--- src/rtl/pingpong_bank_ctrl_pkg.sv ---
// ---------------------------------------------------------------------------
// pingpong_bank_ctrl_pkg
// Shared constants and types for the ping-pong bank controller and the
// downstream registered 2:1 mux that consumes its sel/subblk0/subblk1 outputs.
//   BYTE_W        : width of one buffered byte (8)
//   DEFAULT_DEPTH : default number of bytes per bank (16)
//   data_t        : one byte
//   pp_mux()      : select function used by the downstream mux
// ---------------------------------------------------------------------------
package pingpong_bank_ctrl_pkg;

    localparam int BYTE_W        = 8;
    localparam int DEFAULT_DEPTH = 16;

    typedef logic [BYTE_W-1:0] data_t;

    // Downstream mux select: sel = 0 picks bank0, sel = 1 picks bank1.
    function automatic data_t pp_mux(input logic sel, input data_t b0, input data_t b1);
        return sel ? b1 : b0;
    endfunction

endpackage

--- src/rtl/pingpong_bank_ctrl_if.sv ---
// ---------------------------------------------------------------------------
// pingpong_bank_ctrl_if
// Upstream byte handshake plus downstream drain handshake and bank outputs.
//   in_valid / in_data / in_ready : upstream byte stream
//   out_ready / out_valid         : downstream consumer handshake
//   sel                           : bank being drained (mux select)
//   subblk0 / subblk1             : bank0 / bank1 byte at the read index
// Modports: master = traffic source/sink side, slave = controller side.
// ---------------------------------------------------------------------------
interface pingpong_bank_ctrl_if;
    import pingpong_bank_ctrl_pkg::*;

    logic  in_valid;
    data_t in_data;
    logic  in_ready;
    logic  out_ready;
    logic  out_valid;
    logic  sel;
    data_t subblk0;
    data_t subblk1;

    modport master (
        output in_valid, in_data, out_ready,
        input  in_ready, out_valid, sel, subblk0, subblk1
    );

    modport slave (
        input  in_valid, in_data, out_ready,
        output in_ready, out_valid, sel, subblk0, subblk1
    );

endinterface

--- src/rtl/pp_bank.sv ---
// ---------------------------------------------------------------------------
// pp_bank
// One DEPTH x 8 register bank: synchronous write port, asynchronous read.
//   clk   : clock
//   we    : write enable
//   waddr : write index
//   wdata : write byte
//   raddr : read index
//   rdata : byte at raddr (combinational)
// ---------------------------------------------------------------------------
module pp_bank
    import pingpong_bank_ctrl_pkg::*;
#(
    parameter int DEPTH = DEFAULT_DEPTH,
    parameter int AW    = $clog2(DEPTH)
) (
    input  logic          clk,
    input  logic          we,
    input  logic [AW-1:0] waddr,
    input  data_t         wdata,
    input  logic [AW-1:0] raddr,
    output data_t         rdata
);

    data_t mem_q [DEPTH];

    // NOTE: storage is never reset; the full flags alone decide whether the
    // contents mean anything, so a reset here would only cost flops.
    // NOTE: sequential state is assigned with <= so every flop samples the
    // pre-edge values regardless of block evaluation order.
    always_ff @(posedge clk) begin
        if (we) begin
            mem_q[waddr] <= wdata;
        end
    end

    assign rdata = mem_q[raddr];

endmodule

--- src/rtl/pingpong_bank_ctrl.sv ---
// ---------------------------------------------------------------------------
// pingpong_bank_ctrl
// Two-bank ping-pong byte buffer. Bytes fill bank0, then bank1, alternately;
// a bank becomes readable once its last byte is written and is released once
// its last byte is consumed. Fill and drain proceed in parallel on opposite
// banks.
//   clk   : clock, all state on rising edge
//   reset : synchronous active-high reset
//   bus   : pingpong_bank_ctrl_if.slave (see interface for signal list)
// ---------------------------------------------------------------------------
module pingpong_bank_ctrl
    import pingpong_bank_ctrl_pkg::*;
#(
    parameter int DEPTH = DEFAULT_DEPTH,
    parameter int AW    = $clog2(DEPTH)
) (
    input  logic                 clk,
    input  logic                 reset,
    pingpong_bank_ctrl_if.slave  bus
);

    localparam logic [AW-1:0] LAST_IDX = AW'(DEPTH - 1);

    logic          wbank_q, wbank_d;
    logic [AW-1:0] widx_q,  widx_d;
    logic          rbank_q, rbank_d;
    logic [AW-1:0] ridx_q,  ridx_d;
    logic [1:0]    full_q,  full_d;

    logic wr_fire;
    logic rd_fire;

    assign bus.in_ready  = ~full_q[wbank_q];
    assign bus.out_valid = full_q[rbank_q];
    assign bus.sel       = rbank_q;

    assign wr_fire = bus.in_valid & bus.in_ready;
    assign rd_fire = bus.out_valid & bus.out_ready;

    // A write needs full[wbank] = 0 and a read needs full[rbank] = 1, so when
    // both fire they always target different banks and never collide on full_d.
    // NOTE: every output of this block gets its default first, so no path
    // leaves a variable unassigned and no latch is inferred.
    always_comb begin
        wbank_d = wbank_q;
        widx_d  = widx_q;
        rbank_d = rbank_q;
        ridx_d  = ridx_q;
        full_d  = full_q;

        if (wr_fire) begin
            if (widx_q == LAST_IDX) begin
                full_d[wbank_q] = 1'b1;
                wbank_d         = ~wbank_q;
                widx_d          = '0;
            end else begin
                widx_d = widx_q + AW'(1);
            end
        end

        if (rd_fire) begin
            if (ridx_q == LAST_IDX) begin
                full_d[rbank_q] = 1'b0;
                rbank_d         = ~rbank_q;
                ridx_d          = '0;
            end else begin
                ridx_d = ridx_q + AW'(1);
            end
        end
    end

    always_ff @(posedge clk) begin
        if (reset) begin
            wbank_q <= 1'b0;
            widx_q  <= '0;
            rbank_q <= 1'b0;
            ridx_q  <= '0;
            full_q  <= '0;
        end else begin
            wbank_q <= wbank_d;
            widx_q  <= widx_d;
            rbank_q <= rbank_d;
            ridx_q  <= ridx_d;
            full_q  <= full_d;
        end
    end

    // Writes are suppressed during reset so a byte offered in the reset cycle
    // leaves no trace.
    logic we0, we1;
    assign we0 = wr_fire & ~wbank_q & ~reset;
    assign we1 = wr_fire &  wbank_q & ~reset;

    pp_bank #(.DEPTH(DEPTH), .AW(AW)) u_bank0 (
        .clk   (clk),
        .we    (we0),
        .waddr (widx_q),
        .wdata (bus.in_data),
        .raddr (ridx_q),
        .rdata (bus.subblk0)
    );

    pp_bank #(.DEPTH(DEPTH), .AW(AW)) u_bank1 (
        .clk   (clk),
        .we    (we1),
        .waddr (widx_q),
        .wdata (bus.in_data),
        .raddr (ridx_q),
        .rdata (bus.subblk1)
    );

endmodule
--- src/flat_wrapper.sv ---
// flat-port wrapper written by rule: the top's interface ports become plain ports
module pingpong_bank_ctrl_flat import pingpong_bank_ctrl_pkg::*;
#(
    parameter int DEPTH = DEFAULT_DEPTH,
    parameter int AW    = $clog2(DEPTH)
)
  (clk, reset, bus_in_valid, bus_in_data, bus_out_ready, bus_in_ready, bus_out_valid, bus_sel, bus_subblk0, bus_subblk1);
  pingpong_bank_ctrl_if bus_i ();
  input  logic clk;
  input  logic reset;
  input wire logic [$bits(bus_i.in_valid)-1:0] bus_in_valid;
  input wire logic [$bits(bus_i.in_data)-1:0] bus_in_data;
  input wire logic [$bits(bus_i.out_ready)-1:0] bus_out_ready;
  output wire logic [$bits(bus_i.in_ready)-1:0] bus_in_ready;
  output wire logic [$bits(bus_i.out_valid)-1:0] bus_out_valid;
  output wire logic [$bits(bus_i.sel)-1:0] bus_sel;
  output wire logic [$bits(bus_i.subblk0)-1:0] bus_subblk0;
  output wire logic [$bits(bus_i.subblk1)-1:0] bus_subblk1;
  assign bus_i.in_valid = bus_in_valid;
  assign bus_i.in_data = bus_in_data;
  assign bus_i.out_ready = bus_out_ready;
  assign bus_in_ready = bus_i.in_ready;
  assign bus_out_valid = bus_i.out_valid;
  assign bus_sel = bus_i.sel;
  assign bus_subblk0 = bus_i.subblk0;
  assign bus_subblk1 = bus_i.subblk1;
  pingpong_bank_ctrl #(.DEPTH(DEPTH), .AW(AW)) u_core (.clk(clk), .reset(reset), .bus(bus_i));
endmodule
--- config.mk ---
export PLATFORM = sky130hd
export DESIGN_NAME = pingpong_bank_ctrl_flat
export DESIGN_NICKNAME = d
export VERILOG_FILES = /design/src/rtl/pingpong_bank_ctrl_pkg.sv /design/src/rtl/pingpong_bank_ctrl_if.sv /design/src/rtl/pp_bank.sv /design/src/rtl/pingpong_bank_ctrl.sv /design/src/flat_wrapper.sv
export SDC_FILE = /design/constraint.sdc
export NUM_CORES = 1
export LEC_CHECK = 0
export ABC_AREA = 1
export CAP_MARGIN = 10
export CORE_ASPECT_RATIO = 1.5
export CORE_MARGIN = 1
export CORE_UTILIZATION = 40
export CTS_CLUSTER_DIAMETER = 50
export DETAILED_ROUTE_END_ITERATION = 7
export DONT_BUFFER_PORTS = 1
export MAX_ROUTING_LAYER = met4
export PLACE_DENSITY = 0.53
export SKIP_LAST_GASP = 1
export SYNTH_ARGS = -nofsm -noshare
export SYNTH_HDL_FRONTEND = slang
export SYNTH_SLANG_ARGS = --single-unit
--- constraint.sdc ---
create_clock -name clk -period 2.7 [get_ports clk]
set_input_delay 0.27 -clock clk [delete_from_list [all_inputs] [get_ports clk]]
set_output_delay 0.27 -clock clk [all_outputs]
set_load 0.1 [all_outputs]
==> results by group, run 1 <==
Run status
  • Outcome: finished clean

Timing
  • Least-Margin Pin Slew: 0.710 ns
  • Max-slew violations: 0
  • Fin. Hold Viols: 0
  • Worst-case clock skew: 0.0144 ns
  • Fin crit share: 93.1%
  • Final Critical Period: 2.51 ns
  • RSZ-0062 raised after global routing: no
  • Setup TNS Final: 0 ns
  • Slew headroom: 52.5%
  • Final Setup Violations: 0
  • Fmax: 0.398 GHz

Setup path
  • Reg2reg path depth: 6
  • Crit Reg-Reg Startpoint: u_core.wbank_q$_SDFFE_PP0P_
  • R2r endpoint: u_core.u_bank0.mem_q[8][1]$_DFFE_PP_
  • CP startpoint kind: flip-flop
  • Crit. End Element: primary output
  • Worst Path Arrival: 2.24 ns
  • Crit-path max FO: 29
  • R2R Setup Slk: 0.80 ns
  • Worst Path Required: 2.43 ns
  • Setup CP Type: flip-flop to primary output

Power and ir drop
  • Switching Power: 1840 uW
  • Leakage: 0.00584 uW
  • Worst-case vdd ir drop: 0.000477 V
  • Pint: 7330 uW
  • PwrDens: 655 nW/um^2
  • Power Total: 9170 uW
  • Sequential share of power: 50.4%
  • Comb power frac: 2.5%
  • Sw Ratio: 20.1%
  • Clock power share: 47.1%

Cells and area
  • Antenna Diode Count: 0
  • Final non-filler cell total: 1631
  • Synthesis-to-layout area growth: 17.9%
  • # nets final: 1236
  • Fillers: 2682
  • Area of the multi-input gates: 2800 um^2
  • Layout cells sized above 1: 10.2%
  • Sequential cell area: 8010 um^2

Drt
  • Via density: 4.78
  • DR iter-0 viols: 554
  • Total Wirelength: 28.4 mm
  • # DRC: 0
  • Routed Antenna Nets: 0
  • Routed wire per std cell: 17.4 um
  • DR pass1 iterations: 5
  • Vias: 7792

Global route
  • Vias in the first global route: 7399
  • Initial antenna violation count: 0
  • Total grt overflow: 0
  • First-pass GRT wire length: 43.7 mm
  • GR Util All Layers: 20.0%
  • Largest net degree at the start of global routing: 90

Synthesis
  • Cell taking the most area after synthesis: edfxtp_1
  • Largest family of logic cells by synthesized area: simple AND/OR/NAND/NOR gates
  • Largest cells by area after synthesis: edfxtp_1 (65%), nand2_1 (12%), nand3_1 (8.8%), inv_1 (6.7%), dfxtp_1 (2.7%)
  • Post-synthesis cell area: 11900 um^2
  • Number of library cell types mapped by synthesis: 24
  • Post-Syn Instances: 1182
  • Fraction of synthesized cell area in xor and xnor cells: 0.148%
  • Simple-Gate Fraction of Synth Area: 22.3%
  • Number of synthesized register bits: 272
  • Synth Warn #: 0
  • Mux cell area share after synthesis: 0%
  • Synth Area in Adders: 0.527%
  • Mean Syn Cell Area: 10.0 um^2
  • Seq/Total Area, Yosys: 67.5%
  • Synth top area share: 64.8%
  • Compound-Gate Fraction of Synth Area: 0.580%
  • Post-Synthesis Net Count: 1199

Place
  • GPL Wtd Cong: 0.818
  • Hpwl dp: 17.5 mm
  • Post-Place Cells: 1568
  • # port buffers: 0

Clock tree
  • Sink Count: 272
  • CTS H-Tree Depth: 1
  • CTS max path bufs: 3
  • CTS tree: done
  • Clock Root Buffer: clkbuf_16
  • Post-CTS setup buffers: 0
  • Clock Latency Late Sink: 0.55 ns
  • Clock buffer count from CTS: 28
  • Clock-pin slew on the worst setup and hold paths: 0.07 ns

Min path
  • Hold Path End: u_core.u_bank0.mem_q[13][5]$_DFFE_PP_
  • WHS Path Cells: 1
  • Critical hold path startpoint: bus_in_data[5]
  • Worst min path class: input pin to flip-flop

Floorplanning
  • Placement row count: 76
  • Die area: 30400 um^2
  • Die H: 213 um
  • Area of the core: 28900 um^2
  • Die X: 143 um
  • I/O Pins: 31
  • Initial Util: 41.1%

Job
  • Max-cap viol count: 0
-- power by group through the flow --
stage	Clock, uW	Sequential, uW	Combinational, uW
CTS	4410	4620	231
detailed placement	0	4720	131
finish	4320	4620	228
global route	4560	4620	243
global placement	0	4720	130
floorplan	0	4720	87.3
-- synth_stat cells --
cell      count
ha_1          5
inv_2         1
a31oi_1       2
a21oi_1       5
clkinv_2      1
inv_1       211
o21ai_0       3
a21boi_1      1
nor2_1       31
buf_2        37
nand4_1       2
nand2_4       1
nand3_1     208
o21ai_2       1
edfxtp_1    256
dfxtp_1      16
nand3_4       1
nand3b_1      1
buf_6         1
xor2_1        2
buf_1         6
clkbuf_1     12
nor2_2       10
nand2_1     368
-- worst max-delay path, cell delays in order (launching register included) --
cell and delay, ns:
dfxtp_2 0.33, inv_2 0.36, buf_12 0.26, nand3_1 0.12
nand3_1 0.09, nand3_1 0.14, nand2_1 0.17, buf_12 0.19
-- metrics by stage --
stage	hold WS (ns)	setup slack (ns)	area [um^2]	util [%]
floorplan	0.339	0.257	11900	-
global placement	0.341	0.696	12700	44.1
detailed placement	0.345	0.681	12700	44.1
CTS	0.00315	0.0853	14000	48.4
global route	0.0110	0.0831	14000	48.4
finish	0.0213	0.187	14000	48.4
-- cell usage in the layout, fill, tap and decap left out, types with 2 or more instances in the layout --
master	instances
a21oi_1	5
a31oi_1	2
buf_12	28
buf_4	31
bufinv_16	6
clkbuf_1	3
clkbuf_16	29
clkbuf_8	3
clkinv_2	3
clkinv_4	4
clkinv_8	2
clkinvlp_4	2
dfxtp_1	14
dlygate4sd3_1	3
edfxtp_1	256
ha_1	5
inv_1	210
nand2_1	368
nand3_1	208
nand4_1	2
nor2_1	31
nor2_2	10
o21ai_0	3
xor2_1	2
-- logic make-up after synthesis --
logic type,after synthesis
compound gates,12
xor+xnor,2
fa+ha+maj,5
buf+inv,269
flops,272
simple gates,622
-- worst max path at each step --
stage,startpoint,to,slack (ns),cells past startpoint
global placement,flip-flop,bus_subblk1[5],0.70,7
detailed placement,flip-flop,bus_subblk1[5],0.68,7
global route,flip-flop,bus_subblk1[6],0.08,9
floorplan,u_core.bus.sel$_SDFFE_PP0P_,u_core.bus.sel$_SDFFE_PP0P_,0.26,5
finish,flip-flop,bus_subblk1[6],0.19,7
CTS,flip-flop,bus_subblk1[5],0.09,7
-- repair_timing --
| action | CTS | global route |
|---|---|---|
| endpoints found under the setup margin | 0 | 5 |
| hold endpoints to repair | 267 | 0 |
| hold buffers | 11 | 0 |
| resized for setup | 0 | 1 |
-- layout make-up --
| cell class | count | share of cell area [%] |
|---|---|---|
| clock buffers | 35 | 5.56 |
| clock inverters | 17 | 2.01 |
| inverters | 213 | 5.74 |
| multi-input cells | 641 | 20.0 |
| flip-flops and latches | 272 | 57.2 |
| well taps | 390 | 3.49 |
| repair buffers | 63 | 5.96 |
-- flip-flops by register name, indices dropped and copies added (netlist names), named ones only --
| register | count |
|---|---|
| u_core.full_q | 2 |
| u_core.u_bank1.mem_q | 128 |
| u_core.wbank_q | 1 |
| u_core.widx_q | 4 |
| u_core.ridx_q | 4 |
| u_core.bus.sel | 1 |
| u_core.u_bank0.mem_q | 128 |
-- metal layers --
metal  up-vias  wire, um  track usage (%)
met5         -         0                -
met4         0       674             6.23
met3        38      1050             2.33
met2       148     14000             32.8
met1      3728     12600             26.1
li1       3878         -                -
Note: power is estimated with default switching activity, not from simulation.
==> run 2, diff against run 1 <==
--- a/config.mk
+++ b/config.mk
@@ -15,6 +15,7 @@
 export DONT_BUFFER_PORTS = 1
 export MAX_ROUTING_LAYER = met4
 export PLACE_DENSITY = 0.53
+export RECOVER_POWER = 100
 export SKIP_LAST_GASP = 1
 export SYNTH_ARGS = -nofsm -noshare
 export SYNTH_HDL_FRONTEND = slang
==> results by group, run 2 (synthesis gave the netlist of run 1 again) <==
Run status
  • Outcome: finished with violations
  • Failing checks: capacitance limit, slew limit

Cells and area
  • Layout cells sized above 1: 7.09% (-3.1 points)
  • Cell area after layout: 13600 um^2 (-2.6%)
  • Most frequent cells in the layout: nand2_1 (369), edfxtp_1 (256), inv_1 (210)
  • Sequential cell area: 8010 um^2 (unchanged)
  • Area of the multi-input gates: 2770 um^2 (-1.2%)
  • Top Registers: u_core.u_bank0.mem_q: 128 flops, u_core.u_bank1.mem_q: 128 flops
  • Fillers: 2756 (+2.8%)
  • Commonest non-fill, non-tap cell in the layout: nand2_1
  • # nets final: 1236 (unchanged)
  • Synthesis-to-layout area growth: 14.9%
  • Antenna Diode Count: 0 (unchanged)

Drt
  • DR iter-0 viols: 587 (+6.0%)
  • Vias: 7806 (+0.18%)
  • # DRC: 0 (unchanged)
  • Via density: 4.79 (+0.18%)
  • Total Wirelength: 28.4 mm (+0.20%)
  • Routed wire per std cell: 17.4 um (+0.20%)
  • DR pass1 iterations: 6 (+1)
  • Routed Antenna Nets: 0 (unchanged)

Global route
  • Largest net degree at the start of global routing: 90 (unchanged)
  • Vias in the first global route: 7399 (unchanged)
  • Total grt overflow: 0 (unchanged)
  • Initial antenna violation count: 0 (unchanged)
  • GR Util All Layers: 20.0% (unchanged)
  • First-pass GRT wire length: 43.7 mm (unchanged)

Min path
  • Critical hold path startpoint: bus_out_ready
  • Worst min path class: input pin to flip-flop

Clock tree
  • Clock Root Buffer: clkbuf_16
  • Clock buffer count from CTS: 28 (unchanged)
  • CTS tree: done
  • Clock-pin slew on the worst setup and hold paths: 0.07 ns (about the same)
  • Clock Latency Late Sink: 0.55 ns (about the same)
  • CTS H-Tree Depth: 1 (unchanged)
  • CTS max path bufs: 3 (unchanged)
  • Post-CTS setup buffers: 0 (unchanged)
  • Sink Count: 272 (unchanged)

Job
  • Max-cap viol count: 5 (+5)

Power and ir drop
  • Comb power frac: 2.1% (-0.4 points)
  • Worst-case vdd ir drop: 0.000477 V (about the same)
  • Switching Power: 1830 uW (-0.28%)
  • Pint: 7310 uW (-0.38%)
  • PwrDens: 670 nW/um^2 (+2.3%)
  • Leakage: 0.00565 uW (-3.4%)
  • Sequential share of power: 50.6% (+0.2 points)
  • Clock power share: 47.3% (+0.2 points)
  • Sw Ratio: 20.1% (about the same)

Timing
  • Setup TNS Final: 0 ns (unchanged)
  • Worst-case clock skew: 0.0146 ns (+0.000213 ns)
  • Slew headroom: -23.9% (-76 points)
  • Fmax: 0.392 GHz (-1.4%)
  • Max-slew violations: 165 (+165)
  • Least-Margin Pin Slew: 1.86 ns (+1.15 ns)
  • Final Critical Period: 2.55 ns (+0.0353 ns)
  • Fin crit share: 94.4% (+1.3 points)
  • Fin. Hold Viols: 0 (unchanged)
  • RSZ-0062 raised after global routing: no
  • Final Setup Violations: 0 (unchanged)

Setup path
  • Crit Reg-Reg Startpoint: u_core.wbank_q$_SDFFE_PP0P_
  • Worst Path Required: 2.43 ns (about the same)
  • Crit. End Element: primary output
  • Setup CP Type: flip-flop to primary output
  • CP startpoint kind: flip-flop
  • Worst Path Arrival: 2.28 ns (+0.04 ns)
  • Crit-path max FO: 48 (+66%)

Floorplanning
  • Die area: 30400 um^2 (unchanged)
  • Die X: 143 um (unchanged)
  • Die H: 213 um (unchanged)
  • Area of the core: 28900 um^2 (unchanged)
  • I/O Pins: 31 (unchanged)
  • Initial Util: 41.1% (unchanged)
  • Placement row count: 76 (unchanged)

Place
  • Hpwl dp: 17.5 mm (unchanged)
  • GPL Wtd Cong: 0.818 (unchanged)
  • # port buffers: 0 (unchanged)
  • Post-DP Area: 12700 um^2 (unchanged)
[run 2: cell count changes in the layout (fill, tap and decap cells not counted), moves of 4 or more]
cell,change
buf_4,-16
buf_12,-19
nor2_2,-10
nor2_1,+10
buf_6,+4
clkbuf_1,+28
[run 2: routing by layer]
metal	wire, um	share of wire, %	track usage [%]
met5	0	0	-
met3	1350	4.7	2.33
met1	12300	43	26.1
met4	675	2.4	6.23
met2	14100	50	32.8
[run 2: final cells by class]
class / count / area share, %
clock buffer: 35 / 5.71
tap: 390 / 3.58
multi-input combinational: 641 / 20.3
timing repair buffer: 63 / 3.70
sequential: 272 / 58.8
clock inverter: 17 / 2.06
inverter: 213 / 5.89
[run 2: power by group through the flow]
stage,combinational [uW],sequential (uW),clock [uW]
6_report,190,4630,4320
2_1_floorplan,87.3,4720,0
3_3_place_gp,130,4720,0
5_1_grt,205,4630,4560
3_5_place_dp,131,4720,0
4_1_cts,231,4620,4410
[run 2: timing repair]
item / CTS / global route
hold buffers: 11 / 0
endpoints found under the setup margin: 0 / 5
gates resized for setup: 0 / 1
hold endpoints to repair: 267 / 0
[run 2: critical path, cell delays in order, from the launching register on]
cell and delay (ns):
dfxtp_2 0.34, buf_6 0.37, buf_4 0.30, nand3_1 0.10, nand3_1 0.09, nand3_1 0.08
nand2_1 0.11, buf_4 0.29
[run 2: final timing paths]
check / end / slack (ns) / depth (start not counted)
worst max-delay path: bus_subblk1[5] / 0.15 / 7
worst min-delay path: u_core.bus.sel$_SDFFE_PP0P_ / 0.03 / 4
worst max register to register: u_core.u_bank0.mem_q[8][1]$_DFFE_PP_ / 0.43 / 6
worst min register to register: flip-flop / 0.51 / 2
[run 2: stage by stage]
step	hold slack [ns]	util (%)	std cells	worst slack [ns]	power [uW]
3_5_place_dp	0.345	44.1	1568	0.681	4850
2_1_floorplan	0.339	-	1182	0.257	4800
4_1_cts	0.00315	48.4	1631	0.0853	9260
5_1_grt	0.0757	47.2	1631	0.0511	9400
3_3_place_gp	0.341	44.1	1568	0.696	4850
6_report	0.0328	47.2	1631	0.151	9140
==> run 3, diff against run 2 <==
--- a/config.mk
+++ b/config.mk
@@ -19,4 +19,5 @@
 export SKIP_LAST_GASP = 1
 export SYNTH_ARGS = -nofsm -noshare
 export SYNTH_HDL_FRONTEND = slang
+export SYNTH_HIERARCHICAL = 1
 export SYNTH_SLANG_ARGS = --single-unit
==> results by group, run 3 <==
Timing
  • PnR worst setup slack: 0.135 ns (-0.0161 ns)
  • RSZ-0062 raised after global routing: no
  • Final Setup Violations: 0 (unchanged)
  • Fin crit share: 95.0% (+0.60 points)
  • Setup TNS Final: 0 ns (unchanged)
  • Fin. Hold Viols: 0 (unchanged)
  • Max-slew violations: 264 (+60%)
  • Final Critical Period: 2.56 ns (+0.0161 ns)
  • Least-Margin Pin Slew: 2.11 ns (+0.254 ns)
  • Slew headroom: -40.8% (-17 points)
  • Worst-case clock skew: 0.0233 ns (+0.00867 ns)
  • Fmax: 0.390 GHz (-0.63%)
  • Final hold slack: 0.235 ns (+0.202 ns)

Setup path
  • Crit path cell chain: inv_2, clkbuf_4, nand3_1, nand3_1, nand3_1, nand2_1, buf_6
  • Crit. End Element: primary output
  • R2R Setup Slk: 0.17 ns (-0.26 ns)
  • R2r endpoint: u_core/u_bank0/mem_q[8][7]$_DFFE_PP_
  • Crit-path max FO: 17 (-65%)
  • CP startpoint kind: flip-flop
  • Crit Reg-Reg Startpoint: u_core/wbank_q$_SDFFE_PP0P_
  • Delay-heaviest family, CP: buffers and inverters
  • Reg2reg path depth: 8 (+2)
  • Most used cell, CP: nand3_1
  • Worst Path Arrival: 2.29 ns (about the same)
  • WP buf/inv: 3 (unchanged)
  • Critical Path Stages: 7 (unchanged)
  • Worst Path Required: 2.43 ns (about the same)
  • Critical path launch point: u_core/ridx_q[1]$_SDFFE_PP0P_
  • Setup CP Type: flip-flop to primary output
  • Crit-path slowest cell: dfxtp_1
  • Critical Path End: bus_subblk0[2]
  • Slowest stage delay, CP: 0.37 ns (about the same)

Synthesis
  • Synth top area share: 64.6% (-0.15 points)
  • Post-Syn Instances: 1180 (-0.17%)
  • Most frequent cells after synthesis: nand2_1 (368), edfxtp_1 (256), inv_1 (208)
  • Mean Syn Cell Area: 10.1 um^2 (+0.40%)
  • Seq/Total Area, Yosys: 66.6% (-0.83 points)
  • Number of library cell types mapped by synthesis: 27 (+13%)
  • Cell taking the most area after synthesis: edfxtp_1
  • Number of synthesized register bits: 268 (-1.5%)
  • Largest cells by area after synthesis: edfxtp_1 (65%), nand2_1 (12%), nand3_1 (8.4%), inv_1 (6.6%), dfxtp_1 (2.0%)
  • Most frequent cell after synthesis: nand2_1
  • Async SR Flop Fraction: 0% (unchanged)
  • Synth Flop Type: edfxtp_1
  • Post-Synthesis Net Count: 1194 (-0.42%)
  • Post-synthesis cell area: 11900 um^2 (+0.23%)
  • Synth Warn #: 6 (+6)
  • Post-synth EDFFs: 256 (unchanged)

Min path
  • Worst min path class: input pin to flip-flop
  • WHS Path Cells: 3 (-1)

Clock tree
  • CTS tree: done
  • Clock buffer count from CTS: 28 (unchanged)
  • Post-CTS setup buffers: 0 (unchanged)
  • CTS H-Tree Depth: 1 (unchanged)
  • Sink Count: 268 (-1.5%)
  • Clock Root Buffer: clkbuf_16
  • Clock-pin slew on the worst setup and hold paths: 0.07 ns (about the same)
  • Clock Latency Late Sink: 0.55 ns (about the same)
  • CTS max path bufs: 3 (unchanged)

Global route
  • Initial antenna violation count: 0 (unchanged)
  • GR Util All Layers: 21.9% (+1.9 points)
  • Total grt overflow: 0 (unchanged)
  • Vias in the first global route: 8005 (+8.2%)
  • First-pass GRT wire length: 47.4 mm (+8.6%)
  • Largest net degree at the start of global routing: 96 (+6.7%)

Floorplanning
  • Die H: 213 um (+0.12%)
  • Placement row count: 77 (+1.3%)
  • I/O Pins: 31 (unchanged)
  • Die X: 143 um (+0.12%)
  • Die area: 30500 um^2 (+0.23%)
  • Area of the core: 29400 um^2 (+1.6%)
  • Initial Util: 40.5% (-0.57 points)

Drt
  • Vias: 8067 (+3.3%)
  • # DRC: 0 (unchanged)
  • Total Wirelength: 30.9 mm (+8.9%)
  • Routed wire per std cell: 18.7 um (+7.5%)
  • Routed Antenna Nets: 0 (unchanged)
  • DR pass1 iterations: 5 (-1)
  • Via density: 4.88 (+2.0%)
  • DR iter-0 viols: 536 (-8.7%)

Cells and area
  • Sequential cell area: 7930 um^2 (-1.0%)
  • Most frequent cells in the layout: nand2_1 (368), edfxtp_1 (256), inv_1 (210)
  • Antenna Diode Count: 0 (unchanged)
  • Area of the multi-input gates: 2790 um^2 (+0.95%)
  • Synthesis-to-layout area growth: 14.2%
  • Top Registers: u_core/u_bank0/mem_q: 128 flops, u_core/u_bank1/mem_q: 128 flops
  • Commonest non-fill, non-tap cell in the layout: nand2_1
  • # nets final: 1250 (+1.1%)
  • Fillers: 2789 (+1.2%)
  • Layout cells sized above 1: 9.15% (+2.1 points)

Job
  • Max-cap viol count: 8 (+3)

Place
  • GPL Wtd Cong: 0.835 (+2.1%)
  • Worst slack at placement: 0.626 ns (-0.0543 ns)
  • # port buffers: 0 (unchanged)
  • Hpwl dp: 19.1 mm (+9.1%)

Power and ir drop
  • Worst-case vdd ir drop: 0.000584 V (+22%)
  • PwrDens: 652 nW/um^2 (-2.8%)
  • Leakage: 0.00566 uW (+0.33%)

Run status
  • Outcome: finished with violations
  • Failing checks: capacitance limit, slew limit
run 3: cell count changes after synthesis, moves of 3 or more:
cell,previous run,this run
ha_1,5,2
buf_2,37,26
dfxtp_1,16,12
inv_2,1,7
nor2_1,31,45
inv_1,211,208
buf_1,6,3
nor2_2,10,3
buf_4,0,8
clkbuf_1,12,0
buf_6,1,13
nand3b_1,1,5
nand3_1,208,199
run 3: per-stage QoR:
stage	utilization, %	std cells	area, um^2	power, uW
final	46.3	1652	13600	8860
after global placement	43.4	1590	12800	4810
after floorplan	-	1180	11900	4750
after global routing	46.3	1652	13600	9110
after detailed placement	43.4	1590	12800	4810
after CTS	47.4	1652	13900	8970
run 3: final cells by class:
class / count / share of cell area (%)
clock buffer: 30 / 5.37
clock inverter: 21 / 1.79
inverter: 215 / 5.94
multi-input combinational: 647 / 20.5
sequential: 268 / 58.3
tap: 395 / 3.64
timing repair buffer: 76 / 4.38
run 3: tightest hold or removal path, delay by kind of cell:
family | cells | cell delay, ns
AND/OR/NAND/NOR | 2 | 0.35
AO/OA/AOI/OAI | 1 | 0.12
run 3: worst min-delay path by stage:
stage	start	end
after global placement	reset	u_core/widx_q[0]$_SDFFE_PP0N_
after floorplan	bus_in_data[0]	u_core/u_bank0/mem_q[0][0]$_DFFE_PP_
after detailed placement	reset	u_core/widx_q[0]$_SDFFE_PP0N_
after global routing	bus_in_valid	u_core/widx_q[1]$_SDFFE_PP0N_
final	bus_in_valid	u_core/widx_q[2]$_SDFFE_PP0N_
after CTS	bus_in_valid	u_core/widx_q[2]$_SDFFE_PP0N_
run 3: metal layers:
layer	global-route usage, %	part of all wire [%]	vias up
met5	-	0	-
li1	-	-	3911
met1	24.3	39	3876
met3	2.22	3.8	63
met4	8.19	3.6	0
met2	40.3	53	217
run 3: logic make-up after synthesis:
kind of cell               share of synthesized area [%]
DFF                                                 66.6
and+or+nand+nor                                     22.6
buffers and inverters                               9.71
xor gates and xnor gates                           0.147
adders and majority gates                          0.210
AOI/OAI and AO/OA                                  0.694
run 3: report_power, final:
group / internal (uW) / switching (uW)
clock: 2440 / 1620
sequential: 4570 / 8.56
combinational: 37.0 / 190
run 3: repair_timing:
action	in CTS	in global routing
hold buffers	11	0
endpoints found under the setup margin	0	8
gates resized for setup	0	1
endpoints found under the hold margin	268	0
